## config.mk

```make
export PLATFORM = sky130hd
export DESIGN_NAME = dmem_arbiter
export DESIGN_NICKNAME = d
export VERILOG_FILES = /design/src/rtl/dmem_arbiter_pkg.sv /design/src/rtl/dmem_arbiter_resp_reg.sv /design/src/rtl/dmem_arbiter.sv
export SDC_FILE = /design/constraint.sdc
export NUM_CORES = 1
export LEC_CHECK = 0
export BUFFER_PORTS_ARGS = -buffer_cell sky130_fd_sc_hd__buf_2
export CAP_MARGIN = 40
export CORE_AREA = 2 2 116 118
export CTS_CLUSTER_DIAMETER = 120
export DETAILED_ROUTE_END_ITERATION = 8
export DIE_AREA = 0 0 118 120
export PLACE_DENSITY_LB_ADDON = 0.12
export REMOVE_ABC_BUFFERS = 1
export SETUP_SLACK_MARGIN = 0.15
export SLEW_MARGIN = 30
export SYNTH_ARGS = -nofsm -noshare
export SYNTH_HDL_FRONTEND = slang
export SYNTH_SLANG_ARGS = --single-unit
```

## constraint.sdc

```tcl
create_clock -name clk -period 3.63 [get_ports clk]
set_input_delay 0.9075 -clock clk [delete_from_list [all_inputs] [get_ports clk]]
set_output_delay 0.9075 -clock clk [all_outputs]
set_load 0.01 [all_outputs]
```

## src/rtl/dmem_arbiter_pkg.sv

```systemverilog
// rtl/dmem_arbiter_pkg.sv - shared types and constants for the data memory arbiter
// Purpose: arbiter FSM state encoding, requester ids and the default memory
//          geometry shared with the data memory itself.
// Ports:   none (package).
package dmem_arbiter_pkg;

  localparam int DMEM_DATA_W = 32;
  localparam int DMEM_DEPTH  = 64;

  localparam logic REQ_CORE = 1'b0;
  localparam logic REQ_DMA  = 1'b1;

  typedef enum logic [1:0] {
    ST_ARB  = 2'd0,
    ST_OWN0 = 2'd1,
    ST_OWN1 = 2'd2
  } arb_state_t;

endpackage

```

## src/rtl/dmem_arbiter_resp_reg.sv

```systemverilog
// rtl/dmem_arbiter_resp_reg.sv - per-requester registered response stage
// Purpose: turns a grant into a one-cycle rvalid pulse with err and read data.
// Ports:   clk, rst (async, active-high)
//          i_gnt   - requester granted this cycle
//          i_we    - granted access is a write
//          i_bad   - granted access failed alignment/range check
//          i_rdata - memory async read data
//          o_rvalid, o_rdata, o_err - registered response
module dmem_resp_reg #(
  parameter int DATA_W = 32
) (
  input  logic              clk,
  input  logic              rst,
  input  logic              i_gnt,
  input  logic              i_we,
  input  logic              i_bad,
  input  logic [DATA_W-1:0] i_rdata,
  output logic              o_rvalid,
  output logic [DATA_W-1:0] o_rdata,
  output logic              o_err
);

  always_ff @(posedge clk or posedge rst) begin
    if (rst) begin
      o_rvalid <= 1'b0;
      o_err    <= 1'b0;
      o_rdata  <= '0;
    end else begin
      o_rvalid <= i_gnt;
      if (i_gnt) begin
        o_err   <= i_bad;
        // Only a good read returns memory data; writes and errors return zero.
        o_rdata <= (i_we || i_bad) ? '0 : i_rdata;
      end else begin
        o_err   <= 1'b0;
      end
    end
  end

endmodule

```

## src/rtl/dmem_arbiter.sv

```systemverilog
// rtl/dmem_arbiter.sv - two-port round-robin arbiter in front of the data memory
// Purpose: grants one access per cycle between core (m0) and DMA (m1), with
//          optional lock for bursts, byte->word address conversion,
//          alignment/range checking and registered responses.
// Ports:   clk, rst (async, active-high)
//          mX_req/we/lock/addr/wdata - requester X access
//          mX_gnt (comb), mX_rvalid/rdata/err (registered)
//          mem_a/mem_we/mem_wd - memory drive, mem_rd - memory async read data
module dmem_arbiter
  import dmem_arbiter_pkg::*;
#(
  parameter int DATA_W    = DMEM_DATA_W,
  parameter int ADDR_W    = 32,
  parameter int MEM_DEPTH = DMEM_DEPTH
) (
  input  logic              clk,
  input  logic              rst,
  input  logic              m0_req,
  input  logic              m0_we,
  input  logic              m0_lock,
  input  logic [ADDR_W-1:0] m0_addr,
  input  logic [DATA_W-1:0] m0_wdata,
  output logic              m0_gnt,
  output logic              m0_rvalid,
  output logic [DATA_W-1:0] m0_rdata,
  output logic              m0_err,
  input  logic              m1_req,
  input  logic              m1_we,
  input  logic              m1_lock,
  input  logic [ADDR_W-1:0] m1_addr,
  input  logic [DATA_W-1:0] m1_wdata,
  output logic              m1_gnt,
  output logic              m1_rvalid,
  output logic [DATA_W-1:0] m1_rdata,
  output logic              m1_err,
  output logic [ADDR_W-1:0] mem_a,
  output logic              mem_we,
  output logic [DATA_W-1:0] mem_wd,
  input  logic [DATA_W-1:0] mem_rd
);

  localparam logic [ADDR_W-3:0] LP_DEPTH = (ADDR_W-2)'(MEM_DEPTH);

  function automatic logic f_bad(input logic [ADDR_W-1:0] a);
    return (a[1:0] != 2'b00) || (a[ADDR_W-1:2] >= LP_DEPTH);
  endfunction

  arb_state_t r_state;
  logic       r_rr_last;
  logic       w_gnt0;
  logic       w_gnt1;
  logic       w_bad0;
  logic       w_bad1;

  assign w_bad0 = f_bad(m0_addr);
  assign w_bad1 = f_bad(m1_addr);

  // Grant decode; everything is held off while reset is asserted.
  always_comb begin
    w_gnt0 = 1'b0;
    w_gnt1 = 1'b0;
    if (!rst) begin
      unique case (r_state)
        ST_ARB: begin
          if (m0_req && m1_req) begin
            // Tie goes to whoever was not granted last.
            w_gnt0 = (r_rr_last != REQ_CORE);
            w_gnt1 = ~w_gnt0;
          end else begin
            w_gnt0 = m0_req;
            w_gnt1 = m1_req;
          end
        end
        ST_OWN0: w_gnt0 = m0_req;
        ST_OWN1: w_gnt1 = m1_req;
        default: ;
      endcase
    end
  end

  assign m0_gnt = w_gnt0;
  assign m1_gnt = w_gnt1;

  always_comb begin
    mem_a  = '0;
    mem_we = 1'b0;
    mem_wd = '0;
    if (w_gnt0) begin
      mem_a  = {2'b00, m0_addr[ADDR_W-1:2]};
      mem_we = m0_we & ~w_bad0;
      mem_wd = m0_wdata;
    end else if (w_gnt1) begin
      mem_a  = {2'b00, m1_addr[ADDR_W-1:2]};
      mem_we = m1_we & ~w_bad1;
      mem_wd = m1_wdata;
    end
  end

  always_ff @(posedge clk or posedge rst) begin
    if (rst) begin
      r_state   <= ST_ARB;
      r_rr_last <= REQ_DMA;
    end else begin
      unique case (r_state)
        ST_ARB: begin
          if (w_gnt0) begin
            r_rr_last <= REQ_CORE;
            if (m0_lock) r_state <= ST_OWN0;
          end else if (w_gnt1) begin
            r_rr_last <= REQ_DMA;
            if (m1_lock) r_state <= ST_OWN1;
          end
        end
        ST_OWN0: begin
          if (w_gnt0) r_rr_last <= REQ_CORE;
          // Dropping lock releases ownership whether or not a grant happened.
          if (!m0_lock) r_state <= ST_ARB;
        end
        ST_OWN1: begin
          if (w_gnt1) r_rr_last <= REQ_DMA;
          if (!m1_lock) r_state <= ST_ARB;
        end
        default: r_state <= ST_ARB;
      endcase
    end
  end

  dmem_resp_reg #(.DATA_W(DATA_W)) u_resp0 (
    .clk      (clk),
    .rst      (rst),
    .i_gnt    (w_gnt0),
    .i_we     (m0_we),
    .i_bad    (w_bad0),
    .i_rdata  (mem_rd),
    .o_rvalid (m0_rvalid),
    .o_rdata  (m0_rdata),
    .o_err    (m0_err)
  );

  dmem_resp_reg #(.DATA_W(DATA_W)) u_resp1 (
    .clk      (clk),
    .rst      (rst),
    .i_gnt    (w_gnt1),
    .i_we     (m1_we),
    .i_bad    (w_bad1),
    .i_rdata  (mem_rd),
    .o_rvalid (m1_rvalid),
    .o_rdata  (m1_rdata),
    .o_err    (m1_err)
  );

endmodule

```

; ---- After elaboration in Yosys (flattened, before gate mapping)
; Index checks and enable logic that the tools add are counted.
[word_totals]
reg_bits = 71
latch_bits = 0
ram_bits = 0
mem_bits_ro = 0
in_bits = 168
output_inout_bits = 135
n_memories = 0
[op_classes]
n_addsub = 0
n_mul = 0
div_mod_pow = 0
n_lt_le_gt_ge = 2
eq_ne = 8
shift = 0
muxes = 27
bitwise = 5
reduce_logical = 11
[ops]
columns = operator, count
row1 = $mux W32, 5
row2 = $ge A30 B7 Y1 const B, 2
row3 = $mux W30, 1
row4 = $mux W2, 6
row5 = $mux W1, 11
row6 = $pmux W2 S3, 1
row7 = $reduce_and A5 Y1, 1
row8 = $logic_or A1 B1 Y1, 4
row9 = $ne A2 B2 Y1 const B, 2
row10 = $pmux W1 S2, 2
row11 = $reduce_bool A2 Y1, 2
row12 = $ne A3 B1 Y1 const B, 1
row13 = $ne A3 B2 Y1 const B, 1
row14 = $ne A3 B3 Y1 const B, 1
row15 = $not A1 Y1, 3
row16 = $pmux W1 S3, 1
row17 = $reduce_bool A3 Y1, 1
row18 = $and A1 B1 Y1, 2
row19 = $eq A2 B1 Y1 const B, 1
row20 = $eq A2 B2 Y1 const B, 1
row21 = $logic_not A2 Y1, 1
row22 = $ne A2 B1 Y1 const B, 1
row23 = $reduce_and A2 Y1, 1
row24 = $logic_and A1 B1 Y1, 1

; ---- Longest topological paths before layout
; Gate-level depths: netlist of the first run.
[logic_depth]
word_depth = 7
depth_mapped = 10
ltp_nobuf = 7

; ---- Modules after synthesis
; A second synthesis of the first run with hierarchy kept.
[unflattened]
cells_unflattened = 427
hier_area_um2 = 4235.3
[by_module_without_submodules]
columns = mod, instances, cells_per_inst, area_each_um2, seq_area_each_um2
row1 = dmem_resp_reg, 2, 144, 1581.5, 850.8
row2 = dmem_arbiter, 1, 139, 1072.3, 76.3

; ---- Worst setup path before layout of the first run
; No wires, ideal clock.
[synth_timing]
path_type = input to output
start = input rst
end = output mem_we
arrival_ps = 2099
required_ps = 2723
slack_ps = 624
stages = 7
path_cell_list = nand2b_1 -> or3_1 -> buf_6 -> clkinv_8 -> buf_2 -> nand2_1 -> o22ai_1
[synth_between]
elab_cells_between_ends = 4
cone_classes = mux (4)
[synth_lines]
columns = element, line_no
row1 = from (decl), dmem_arbiter.sv:17  ; input logic rst,
row2 = $mux W1, dmem_arbiter.sv:62  ; if (!rst) begin
row3 = net m0_gnt, dmem_arbiter.sv:23  ; output logic m0_gnt,
row4 = $mux W1, dmem_arbiter.sv:88  ; if (w_gnt0) begin
row5 = to (decl), dmem_arbiter.sv:37  ; output logic mem_we,
; The timed path passes the listed nets, and every way through them passes these cells.

; ---- Worst setup path in the final report of the first run
[layout_timing]
start = input rst
end = output mem_we
[layout_between]
elab_chain_cells = 3
elab_cells_between_ends = 4
cone_classes = mux (4)
[layout_rtl]
columns = element, line_no
row1 = $mux W1, dmem_arbiter.sv:62
row2 = $mux W1, dmem_arbiter.sv:92  ; end else if (w_gnt1) begin
row3 = $mux W1 *, dmem_arbiter.sv:88
; Every way passes the cells marked *; elsewhere a longest branch is shown, timed or not.

==> results.tsv, run 1 <==
stage	metric	value	unit
final_layout	fill_cells	1350	
placement	hpwl	12.75	mm
critical_path	setup.worst_path.end_class	output port	
critical_path	path_class	in -> out	
critical_path	worstPathRequired	2.72	ns
final_layout	nets	884	
min_path	hold_start	u_resp0.o_rdata[15]$_DFFE_PP0P_	
final_layout	final_cell_mix	buf_2 (300), nand2_1 (132), dfrtp_1 (70)	
placement	post-place-cells	875	
placement	io_buffer_count	300	
final_layout	final_util	44.76	%
critical_path	cp_max_fo	49	
clock_network	hold_buffers	0	
logic_synthesis	syn_area	3772	um2
final_layout	syn2layout_area_growth	54.00	%
detailed_routing	via_count	4334	
clock_network	insertion_delay	0.33	ns
final_layout	final_cells	896	
logic_synthesis	ys_seq_area_share	47.13	%
sta	period_share	94.11	%
detailed_routing	firstDrtPassIters	4	
sta	hold_ws	0.4662	ns
die	die_h	120	um
placement	gp_congestion	0.9816	
clock_network	clk_path_buf_depth	2	
min_path	worst_hold_path_type	reg -> reg	
sta	rsz0062_at_grt	false	
critical_path	cp.arrival	2.51	ns
die	dieArea	14160	um2
min_path	worstHoldEndpoint	u_resp0.o_rdata[15]$_DFFE_PP0P_	
die	core	12980	um2
detailed_routing	final_antenna_net_count	0	
critical_path	reg2reg_to	r_state[1]$_DFFE_PP0P_	
die	ios	303	
sta	finalCriticalPeriod	3.416	ns
clock_network	cts-buffers-inserted	9	
grt	antenna_found_initial	2	
power	ir_drop	0.0002919	V
detailed_routing	drcViolationCount	0	
grt	grt_pass1_vias	4162	
final_layout	layout_commonest_cell	buf_2	
min_path	hold_depth	2	
detailed_routing	avgViaCountPerCell	4.837	
clock_network	clock-sinks	71	
clock_network	clk_pin_slew_worst_paths	0.05	ns
sta	drv_slew	0	
power	powerDensity	483.6	nW/um2
detailed_routing	first_iter_violations	269	
sta	clock.fmax	292.7	MHz
sta	worstMarginPinSlew	0.6277	ns
sta	slew_headroom	58.09	%
detailed_routing	wirelength	16.32	mm
critical_path	rr_worst_depth	9	
final_layout	drive_gt1_share	48.05	%
critical_path	r2r_setup_slack	1.26	ns
clock_network	root_buffer	clkbuf_16	
grt	globalRouteOverflowTotal	0	
grt	grt_use_total	22.32	%
job	maxCapViolCount	0	
logic_synthesis	synthCells	421	
critical_path	crit_start	rst	
clock_network	cts_tree	built	
status	outcome	finished, final reports clean	
critical_path	start_kind	input pin	
sta	finalSetupViolCount	0	
detailed_routing	wl_per_cell	18.21	um
critical_path	r2r_start	r_state[0]$_DFFE_PP0P_	
clock_network	cts_max_level	3	
die	dieWidth	118	um
sta	hold_viol	0	
grt	grt_pass1_wl	24.25	mm
die	floorplan.initialDensity	29.06	%
logic_synthesis	ys_seq_elements	71	
logic_synthesis	yosys_warnings	0	
logic_synthesis	synth_cell_types	42	
power	cellLeakagePower	0.003174	uW
grt	grt_max_degree	55	
logic_synthesis	avgSynthCellArea	8.960	um2
sta	fin_skew	0.005525	ns
die	row_count	42	
## metrics by stage
stage                     setup TNS, ns  instance area, um2  worst slack, ns  total power [uW]
after global placement                0                5433           0.1209              1782
after detailed placement              0                5433           0.1131              1799
after global routing                  0                5807           0.1529              2948
after floorplan                  -75.31                3578           -1.215              1343
after CTS                             0                5778           0.2099              2818
final                                 0                5809           0.2140              2809
## repair_timing
action,4_1_cts,5_1_grt
gates cloned,0,0
endpoints found under the setup margin,37,43
resized for setup,1,2
pin swaps,0,1
setup buffers,0,3
## Yosys cell counts
cell | instances | area (um2)
nand2b_1 | 2 | 12.51
a21boi_0 | 1 | 7.510
a22o_1 | 63 | 551.8
o21ai_2 | 8 | 70.07
mux2i_1 | 1 | 10.01
nor3b_1 | 1 | 7.510
buf_6 | 5 | 56.30
o21ai_1 | 22 | 110.1
and2_1 | 1 | 6.260
nor2_1 | 3 | 11.26
o22ai_1 | 1 | 6.260
nand2_1 | 132 | 495.5
buf_4 | 3 | 22.52
a31oi_1 | 1 | 6.260
or4_4 | 1 | 11.26
inv_1 | 3 | 11.26
or4_1 | 1 | 7.510
clkinv_8 | 1 | 16.27
nand4b_4 | 1 | 23.77
nand4_1 | 1 | 6.260
o21bai_2 | 1 | 11.26
nor4_1 | 10 | 62.56
nor2_2 | 2 | 12.51
and4_1 | 2 | 17.52
clkbuf_1 | 7 | 26.28
a211o_1 | 1 | 8.760
o21ai_0 | 36 | 180.2
nor4b_1 | 1 | 8.760
inv_2 | 1 | 3.750
a21oi_1 | 4 | 20.02
buf_2 | 17 | 85.08
a22oi_1 | 1 | 7.510
buf_1 | 2 | 7.510
and3_1 | 1 | 6.260
nand4b_1 | 1 | 8.760
nand3_1 | 3 | 15.01
conb_1 | 1 | 3.750
dfstp_2 | 1 | 26.28
or3_1 | 1 | 6.260
nor3_1 | 3 | 15.01
ha_1 | 3 | 37.54
dfrtp_1 | 70 | 1752
## flip-flops by register name (all words and copies together), names as in the netlist
name              flops
u_resp1.o_rvalid      1
u_resp0.o_err         1
u_resp1.o_err         1
r_rr_last             1
u_resp0.o_rvalid      1
r_state               2
u_resp1.o_rdata      32
u_resp0.o_rdata      32
## worst max-delay path: stages
cell and delay (ns):
buf_2 0.11, nand2b_1 0.15, or3_4 0.44, clkinv_8 0.12, buf_12 0.23, nand2_1 0.08, o22ai_1 0.24, buf_2 0.19
## where the power goes
part	total, uW	internal (uW)	switching, uW
Clock	1010	691	322
Combinational	964	400	565
Sequential	832	818	13.7
Total	2810	1910	901
## logic make-up (layout without fill, tap and decap cells)
group,Yosys count,after routing,synth area share [%]
flip-flops,71,71,47.13
adder cells (fa/ha/maj),3,3,0.9951
AO/OA/AOI/OAI,139,139,25.97
other,1,4,0.09941
AND/OR/NAND/NOR,167,167,19.47
buffers and inverters,39,335,6.070
multiplexers,1,1,0.2654
## layout make-up
cell class,instances,area [um2],share of cell area (%)
multi-input combinational,312,1787,30.76
sequential,71,1778,30.61
timing repair buffer,314,1648,28.37
clock buffer,13,250.2,4.308
tap,176,220.2,3.791
clock inverter,3,90.09,1.551
inverter,5,31.28,0.5384
antenna,2,5.005,0.08615
## how the worst max path moves through the flow
stage               depth (start not counted)        to
detailed placement                          8    mem_we
global placement                            8    mem_we
global route                                9    mem_we
CTS                                         8    mem_we
finish                                      8    mem_we
floorplan                                   5  mem_a[0]
## routing by layer
metal / track usage [%] / vias to the layer above / share of wire [%] / wire (um)
met5: 0 / - / 0 / 0
met4: 7.003 / 0 / 2.2 / 360
met3: 6.749 / 21 / 7.8 / 1268
met2: 37.97 / 185 / 50 / 8194
met1: 27.15 / 2049 / 40 / 6492
li1: - / 2079 / - / -
Power figures use the tool's default switching activity.
==> run 2: changes to the inputs <==
--- a/config.mk
+++ b/config.mk
@@ -6,11 +6,11 @@
 export NUM_CORES = 1
 export LEC_CHECK = 0
 export BUFFER_PORTS_ARGS = -buffer_cell sky130_fd_sc_hd__buf_2
-export CAP_MARGIN = 40
-export CORE_AREA = 2 2 116 118
+export CAP_MARGIN = 0
+export CORE_AREA = 2 2 119 121
 export CTS_CLUSTER_DIAMETER = 120
 export DETAILED_ROUTE_END_ITERATION = 8
-export DIE_AREA = 0 0 118 120
+export DIE_AREA = 0 0 121 123
 export PLACE_DENSITY_LB_ADDON = 0.12
 export REMOVE_ABC_BUFFERS = 1
 export SETUP_SLACK_MARGIN = 0.15
==> run 2 against run 1 <==
Final cell count rose by 0.56%. Power is 3.4% lower. Die area grew 5.1%. Wire length is 6.2% higher. Non-clock buffer count increased by 1. First-iteration DRC count increased by 2.2%. Clock power down 10%. Sequential power hardly changed.
==> results.tsv, run 2 (synthesized netlist as in run 1, its figures left out) <==
stage	metric	value	unit	change
sta	finalSetupViolCount	0		unchanged
sta	fin_skew	0.007901	ns	+0.002376 ns
clock_network	hold_buffers	0		unchanged
power	ir_drop	0.0002232	V	-24%
grt	antenna_found_initial	2		unchanged
critical_path	start_kind	input pin		
grt	globalRouteOverflowTotal	0		unchanged
clock_network	clk_path_buf_depth	2		unchanged
critical_path	worstPathRequired	2.72	ns	about the same
clock_network	cts_tree	built		
sta	clock.fmax	296.0	MHz	+1.1%
critical_path	slowest_delay	0.56	ns	+0.12 ns
critical_path	crit_chain	buf_2 -> nand2b_1 -> or3_2 -> clkinv_8 -> buf_8 -> a22o_1 -> buf_2		
detailed_routing	firstDrtPassIters	5		+1
sta	finalCriticalPeriod	3.378	ns	-0.03752 ns
die	die_h	123	um	+2.5%
critical_path	setup.worst_path.end_class	output port		
sta	hold_viol	0		unchanged
power	powerDensity	468.5	nW/um2	-3.1%
critical_path	crit_path_frequent_cell	buf_2		
critical_path	crit_start	rst		
die	floorplan.initialDensity	27.71	%	-1.3 points
final_layout	drive_gt1_share	48.61	%	+0.56 points
critical_path	cpMaxStageDelayCell	or3_2		
placement	place_area	5441	um2	+0.16%
die	core	13610	um2	+4.9%
status	outcome	finished, final reports clean		
detailed_routing	first_iter_violations	275		+2.2%
grt	grt_pass1_wl	24.75	mm	+2.0%
power	p_int	1764	uW	-7.6%
critical_path	cp_max_fo	42		-14%
detailed_routing	avgViaCountPerCell	4.877		+0.82%
critical_path	r2r_start	r_state[1]$_DFFE_PP0P_		
die	dieArea	14880	um2	+5.1%
final_layout	final_cell_area	5794	um2	-0.26%
die	row_count	43		+2.4%
sta	period_share	93.07	%	-1.0 points
critical_path	cp.arrival	2.47	ns	-0.04 ns
power	power_frac_clock	33.4	%	-2.7 points
clock_network	cts_max_level	3		unchanged
sta	setup_slack	0.2515	ns	+0.03752 ns
detailed_routing	drcViolationCount	0		unchanged
power	p_comb_share	36.0	%	+1.7 points
final_layout	final_cell_mix	buf_2 (300), nand2_1 (132), dfrtp_1 (70)		
critical_path	path_class	in -> out		
clock_network	root_buffer	clkbuf_16		
critical_path	critPathBufInv	4		unchanged
die	ios	303		unchanged
sta	hold_ws	0.4745	ns	+0.008296 ns
final_layout	syn2layout_area_growth	53.60	%	
grt	grt_pass1_vias	4310		+3.6%
final_layout	layout_commonest_cell	buf_2		
clock_network	insertion_delay	0.33	ns	about the same
job	maxCapViolCount	0		unchanged
clock_network	cts-buffers-inserted	9		unchanged
placement	gp_congestion	0.8285		-16%
placement	dp_slack	0.05832	ns	-0.05479 ns
detailed_routing	via_count	4394		+1.4%
final_layout	fill_cells	1400		+3.7%
detailed_routing	final_antenna_net_count	0		unchanged
power	p_seq_share	30.6	%	+1.0 points
clock_network	clk_pin_slew_worst_paths	0.06	ns	about the same
power	p_sw	950.8	uW	+5.6%
sta	worstMarginPinSlew	0.6605	ns	+0.03287 ns
placement	io_buffer_count	300		unchanged
grt	grt_max_degree	50		-9.1%
min_path	worst_hold_path_type	reg -> reg		
sta	drv_slew	0		unchanged
detailed_routing	wirelength	17.33	mm	+6.2%
power	p_sw_share	35.03	%	+3.0 points
sta	rsz0062_at_grt	true		
min_path	hold_start	u_resp1.o_rdata[19]$_DFFE_PP0N_		
die	dieWidth	121	um	+2.5%
sta	slew_headroom	55.96	%	-2.1 points
final_layout	reg_top3	u_resp0.o_rdata (32), u_resp1.o_rdata (32), r_state (2)		
final_layout	nets	886		+0.23%
clock_network	clock-sinks	71		unchanged
placement	hpwl	13.35	mm	+4.7%
detailed_routing	wl_per_cell	19.24	um	+5.7%
grt	grt_use_total	22.41	%	+0.082 points
power	cellLeakagePower	0.003167	uW	-0.23%
critical_path	cp_top_family	simple AND/OR/NAND/NOR gates		
-- run 2: timing repair --
action | CTS | global route
cloned | 1 | 0
endpoints found under the setup margin | 57 | 47
setup buffers | 2 | 0
pin swaps | 1 | 0
gates resized for setup | 1 | 3
-- run 2: per-stage QoR --
stage	util, %	TNS [ns]	total power, uW	instances
after floorplan	-	-75.31	1343	388
after global placement	39.98	0	1789	881
after detailed placement	39.98	0	1798	881
after CTS	42.49	0	2746	900
after global routing	42.57	0	2871	901
final	42.57	0	2715	901
-- run 2: worst paths after layout --
check	end	slack (ns)	depth (start not counted)
worst max-delay path	mem_a[3]	0.25	7
worst min-delay path	u_resp1.o_rdata[19]$_DFFE_PP0N_	0.47	2
worst max register to register	r_state[1]$_DFFE_PP0P_	1.21	9
worst min register to register	u_resp1.o_rdata[19]$_DFFE_PP0N_	0.47	2
max in group asynchronous	u_resp0.o_rdata[19]$_DFFE_PP0P_	2.33	3
min in group asynchronous	u_resp1.o_rdata[16]$_DFFE_PP0N_	0.64	2
-- run 2: area by class of cell --
type | instances | area, um2 | area share [%]
inverters | 5 | 31.28 | 0.5398
repair buffers | 315 | 1663 | 28.70
well taps | 180 | 225.2 | 3.887
multi-input cells | 313 | 1789 | 30.88
flip-flops and latches | 71 | 1778 | 30.68
diodes | 1 | 2.502 | 0.04319
clock inverters | 7 | 80.08 | 1.382
clock buffers | 9 | 225.2 | 3.887
-- run 2: worst register-to-register path: cells and delay by family, from the launching register on --
kind	cells	cell delay [ns]
and+or+nand+nor	3	0.68
buffers and inverters	4	0.66
DFF	1	0.41
AOI/OAI and AO/OA	1	0.28
adders and majority gates	1	0.26
-- run 2: power by group through the flow --
stage | combinational (uW) | sequential (uW) | clock, uW
after global routing | 1060 | 834 | 973
final | 977 | 832 | 905
after global placement | 944 | 845 | 0
after CTS | 979 | 831 | 937
after detailed placement | 952 | 845 | 0
after floorplan | 495 | 848 | 0
-- run 2: routing by layer --
layer  up-vias  share of wire (%)  track usage [%]
li1       2089                  -                -
met4         2                1.2            7.485
met2       184                 50            36.97
met5         -              0.040                0
met3        14                7.2            5.397
met1      2105                 42            28.86
==> run 3: changes to the inputs <==
--- a/config.mk
+++ b/config.mk
@@ -7,14 +7,15 @@
 export LEC_CHECK = 0
 export BUFFER_PORTS_ARGS = -buffer_cell sky130_fd_sc_hd__buf_2
 export CAP_MARGIN = 0
-export CORE_AREA = 2 2 119 121
+export CORE_AREA = 2 2 116 118
 export CTS_CLUSTER_DIAMETER = 120
 export DETAILED_ROUTE_END_ITERATION = 8
-export DIE_AREA = 0 0 121 123
+export DIE_AREA = 0 0 118 120
 export PLACE_DENSITY_LB_ADDON = 0.12
 export REMOVE_ABC_BUFFERS = 1
 export SETUP_SLACK_MARGIN = 0.15
 export SLEW_MARGIN = 30
 export SYNTH_ARGS = -nofsm -noshare
 export SYNTH_HDL_FRONTEND = slang
+export SYNTH_HIERARCHICAL = 1
 export SYNTH_SLANG_ARGS = --single-unit
==> run 3 against run 2 <==
Setup slack better by 0.064 ns. Critical path type is now reg -> out. Die area fell by 4.9%. Synthesized area rose by 12%. Hold slack better by 0.014 ns. Utilization up 4.6 points. Critical endpoint is now mem_a[16]. Largest power group unchanged. Global-route usage rose by 0.31 points.
==> results.tsv, run 3 <==
stage	metric	value	unit	change
status	outcome	finished, final reports clean		
sta	hold_viol	0		unchanged
logic_synthesis	synth_cell_types	33		-21%
sta	clock.fmax	301.7	MHz	+1.9%
sta	fin_skew	0.006356	ns	-0.001546 ns
final_layout	final_cell_mix	buf_2 (300), inv_1 (72), dfrtp_1 (70)		
clock_network	cts_max_level	3		unchanged
min_path	worst_hold_path_type	in -> async		
sta	period_share	91.31	%	-1.8 points
critical_path	critPathBufInv	3		-1
grt	grt_pass1_vias	4508		+4.6%
die	ios	303		unchanged
logic_synthesis	dominantRegCellSynth	dfrtp_1		
sta	setup_slack	0.3153	ns	+0.06383 ns
detailed_routing	wirelength	16.58	mm	-4.3%
final_layout	reg_top3	u_resp0/o_rdata (32), u_resp1/o_rdata (32), r_state (2)		
grt	grt_max_degree	55		+10%
die	floorplan.initialDensity	32.63	%	+4.9 points
critical_path	worstPathRequired	2.72	ns	about the same
critical_path	r2r_setup_slack	1.11	ns	-0.10 ns
critical_path	start_kind	flop		
grt	antenna_found_initial	1		-1
die	core	12980	um2	-4.6%
sta	slew_headroom	46.65	%	-9.3 points
final_layout	num_antenna_cells	0		-1
clock_network	clk_path_buf_depth	2		unchanged
die	dieWidth	118	um	-2.5%
placement	dp_slack	0.2912	ns	+0.2329 ns
detailed_routing	via_count	4431		+0.84%
clock_network	insertion_delay	0.33	ns	about the same
clock_network	clk_pin_slew_worst_paths	0.05	ns	about the same
placement	gp_congestion	1.032		+25%
grt	grt_pass1_wl	24.79	mm	+0.17%
clock_network	cts_tree	built		
logic_synthesis	synthCells	427		+1.4%
logic_synthesis	ys_seq_area_share	41.98	%	-5.2 points
critical_path	cpMaxStageDelayCell	dfrtp_1		
logic_synthesis	synth_commonest_cells	inv_1 (73), dfrtp_1 (70), nand2_1 (67)		
detailed_routing	drcViolationCount	0		unchanged
logic_synthesis	synth_top_area_share	41.36	%	-5.1 points
clock_network	root_buffer	clkbuf_16		
critical_path	slowest_delay	0.42	ns	-0.14 ns
sta	setup-tns-final	0	ns	unchanged
final_layout	drive_gt1_share	54.67	%	+6.1 points
power	powerDensity	444.2	nW/um2	-5.2%
grt	grt_use_total	22.71	%	+0.31 points
final_layout	seq_area	1778	um2	unchanged
placement	place_area	5822	um2	+7.0%
die	row_count	42		-2.3%
final_layout	syn2layout_area_growth	44.64	%	
die	dieArea	14160	um2	-4.9%
sta	finalCriticalPeriod	3.315	ns	-0.06384 ns
placement	hpwl	12.97	mm	-2.9%
critical_path	cp.arrival	2.41	ns	-0.06 ns
grt	globalRouteOverflowTotal	0		unchanged
sta	drv_slew	0		unchanged
final_layout	fill_cells	1327		-5.2%
detailed_routing	wl_per_cell	18.57	um	-3.5%
power	power	2721	uW	+0.24%
logic_synthesis	yosys.area.top_type	dfrtp_1		
logic_synthesis	async_flop_share	100.0	%	unchanged
logic_synthesis	synth-edff-count	0		unchanged
power	cellLeakagePower	0.003184	uW	+0.56%
logic_synthesis	syn_area	4235	um2	+12%
critical_path	crit_chain	inv_1 -> ha_1 -> a21boi_1 -> o21ai_1 -> nor2_4 -> buf_12 -> a22o_1 -> buf_2		
logic_synthesis	synth_most_common_cell	inv_1		
sta	worstMarginPinSlew	0.7993	ns	+0.1388 ns
clock_network	clock-sinks	71		unchanged
placement	post-place-cells	877		-0.45%
final_layout	multi_input_area	1948	um2	+8.9%
logic_synthesis	avgSynthCellArea	9.919	um2	+11%
detailed_routing	first_iter_violations	208		-24%
final_layout	layout_commonest_cell	buf_2		
logic_synthesis	synthTopCellsByArea	dfrtp_1 (41%), o22ai_2 (18%), a22o_1 (13%), inv_1 (6.5%), nand2_1 (5.9%)		
clock_network	cts_setup_buffers	0		-2
sta	finalSetupViolCount	0		unchanged
logic_synthesis	ys_seq_elements	71		unchanged
critical_path	setup.worst_path.end_class	output port		
critical_path	path_class	reg -> out		
detailed_routing	firstDrtPassIters	4		-1
logic_synthesis	yosys_warnings	6		+6
detailed_routing	final_antenna_net_count	0		unchanged
final_layout	final_cell_area	6126	um2	+5.7%
job	maxCapViolCount	0		unchanged
clock_network	cts-buffers-inserted	9		unchanged
final_layout	nets	883		-0.34%
placement	io_buffer_count	300		unchanged
detailed_routing	avgViaCountPerCell	4.962		+1.7%
critical_path	cp_top_family	compound AO/OA/AOI/OAI gates		
critical_path	cp_max_fo	42		unchanged
sta	rsz0062_at_grt	false		
die	die_h	120	um	-2.4%
final_layout	final_cells	893		-0.89%
power	ir_drop	0.0002464	V	+10%
-- run 3: cell count changes in the layout (fill, tap and decap cells not counted), moves of 3 or more --
cell,previous run,this run
inv_1,2,72
nand2_1,132,67
o22ai_2,0,60
o21ai_0,36,2
o21ai_1,22,1
o21ai_2,8,0
nor4_1,10,14
buf_4,10,7
o22ai_1,1,4
-- run 3: worst paths after layout --
| check | cells past startpoint | start | to |
|---|---|---|---|
| max in group asynchronous | 3 | rst | u_resp0/o_rdata[14]$_DFFE_PP0P_ |
| min in group clk | 2 | u_resp1/o_rdata[9]$_DFFE_PP0P_ | u_resp1/o_rdata[9]$_DFFE_PP0P_ |
| max | 8 | r_state[1]$_DFFE_PP0P_ | mem_a[16] |
| min reg2reg | 2 | u_resp1/o_rdata[9]$_DFFE_PP0P_ | u_resp1/o_rdata[9]$_DFFE_PP0P_ |
| max reg2reg | 8 | r_state[1]$_DFFE_PP0P_ | r_state[1]$_DFFE_PP0P_ |
| min | 2 | rst | r_state[0]$_DFFE_PP0P_ |
-- run 3: report_power, final --
| group | switching, uW | internal [uW] | leakage, uW |
|---|---|---|---|
| clock network | 333 | 549 | 0.000138 |
| registers | 17.8 | 825 | 0.000985 |
| logic | 594 | 402 | 0.00206 |
-- run 3: layout make-up --
cell class	count	area share [%]
repair buffers	310	26.21
inverters	73	4.473
flip-flops and latches	71	29.02
clock buffers	11	3.962
clock inverters	5	0.9395
well taps	176	3.595
multi-input cells	247	31.80
-- run 3: cell families (layout without fill, tap and decap cells) --
kind of cell | after synthesis | in the layout | synth area share [%]
AO/OA/AOI/OAI | 140 | 140 | 33.68
adder cells (fa/ha/maj) | 3 | 3 | 0.8864
buffers and inverters | 110 | 399 | 12.35
flip-flops | 71 | 71 | 41.98
multiplexers | 1 | 1 | 0.2659
other | 1 | 2 | 0.08854
AND/OR/NAND/NOR | 101 | 101 | 10.75
-- run 3: worst reg2reg max path, stage by stage (launching register included) --
cell	delay [ns]
dfrtp_1	0.42
inv_1	0.09
ha_1	0.24
nor2_1	0.11
a211oi_4	0.37
buf_12	0.29
buf_4	0.50
a21oi_1	0.15
a211o_1	0.24
-- run 3: stage by stage --
stage,hold WS [ns],utilization [%]
floorplan,0.5079,-
finish,0.4885,47.19
detailed placement,0.5207,44.85
CTS,0.4813,47.17
global placement,0.5119,44.81
global route,0.4966,47.19
-- run 3: timing repair --
| item | in CTS | in global routing |
|---|---|---|
| gates resized for setup | 0 | 1 |
| endpoints found under the setup margin | 0 | 1 |
| hold buffers | 0 | 0 |
| endpoints found under the hold margin | 0 | 0 |
-- run 3: routing by layer --
layer / global-route usage [%] / part of all wire, % / vias up
li1: - / - / 2068
met1: 28.30 / 42 / 2123
met2: 39.14 / 49 / 208
met3: 5.561 / 7.4 / 30
met4: 6.476 / 1.7 / 2
met5: 0 / 0.078 / -
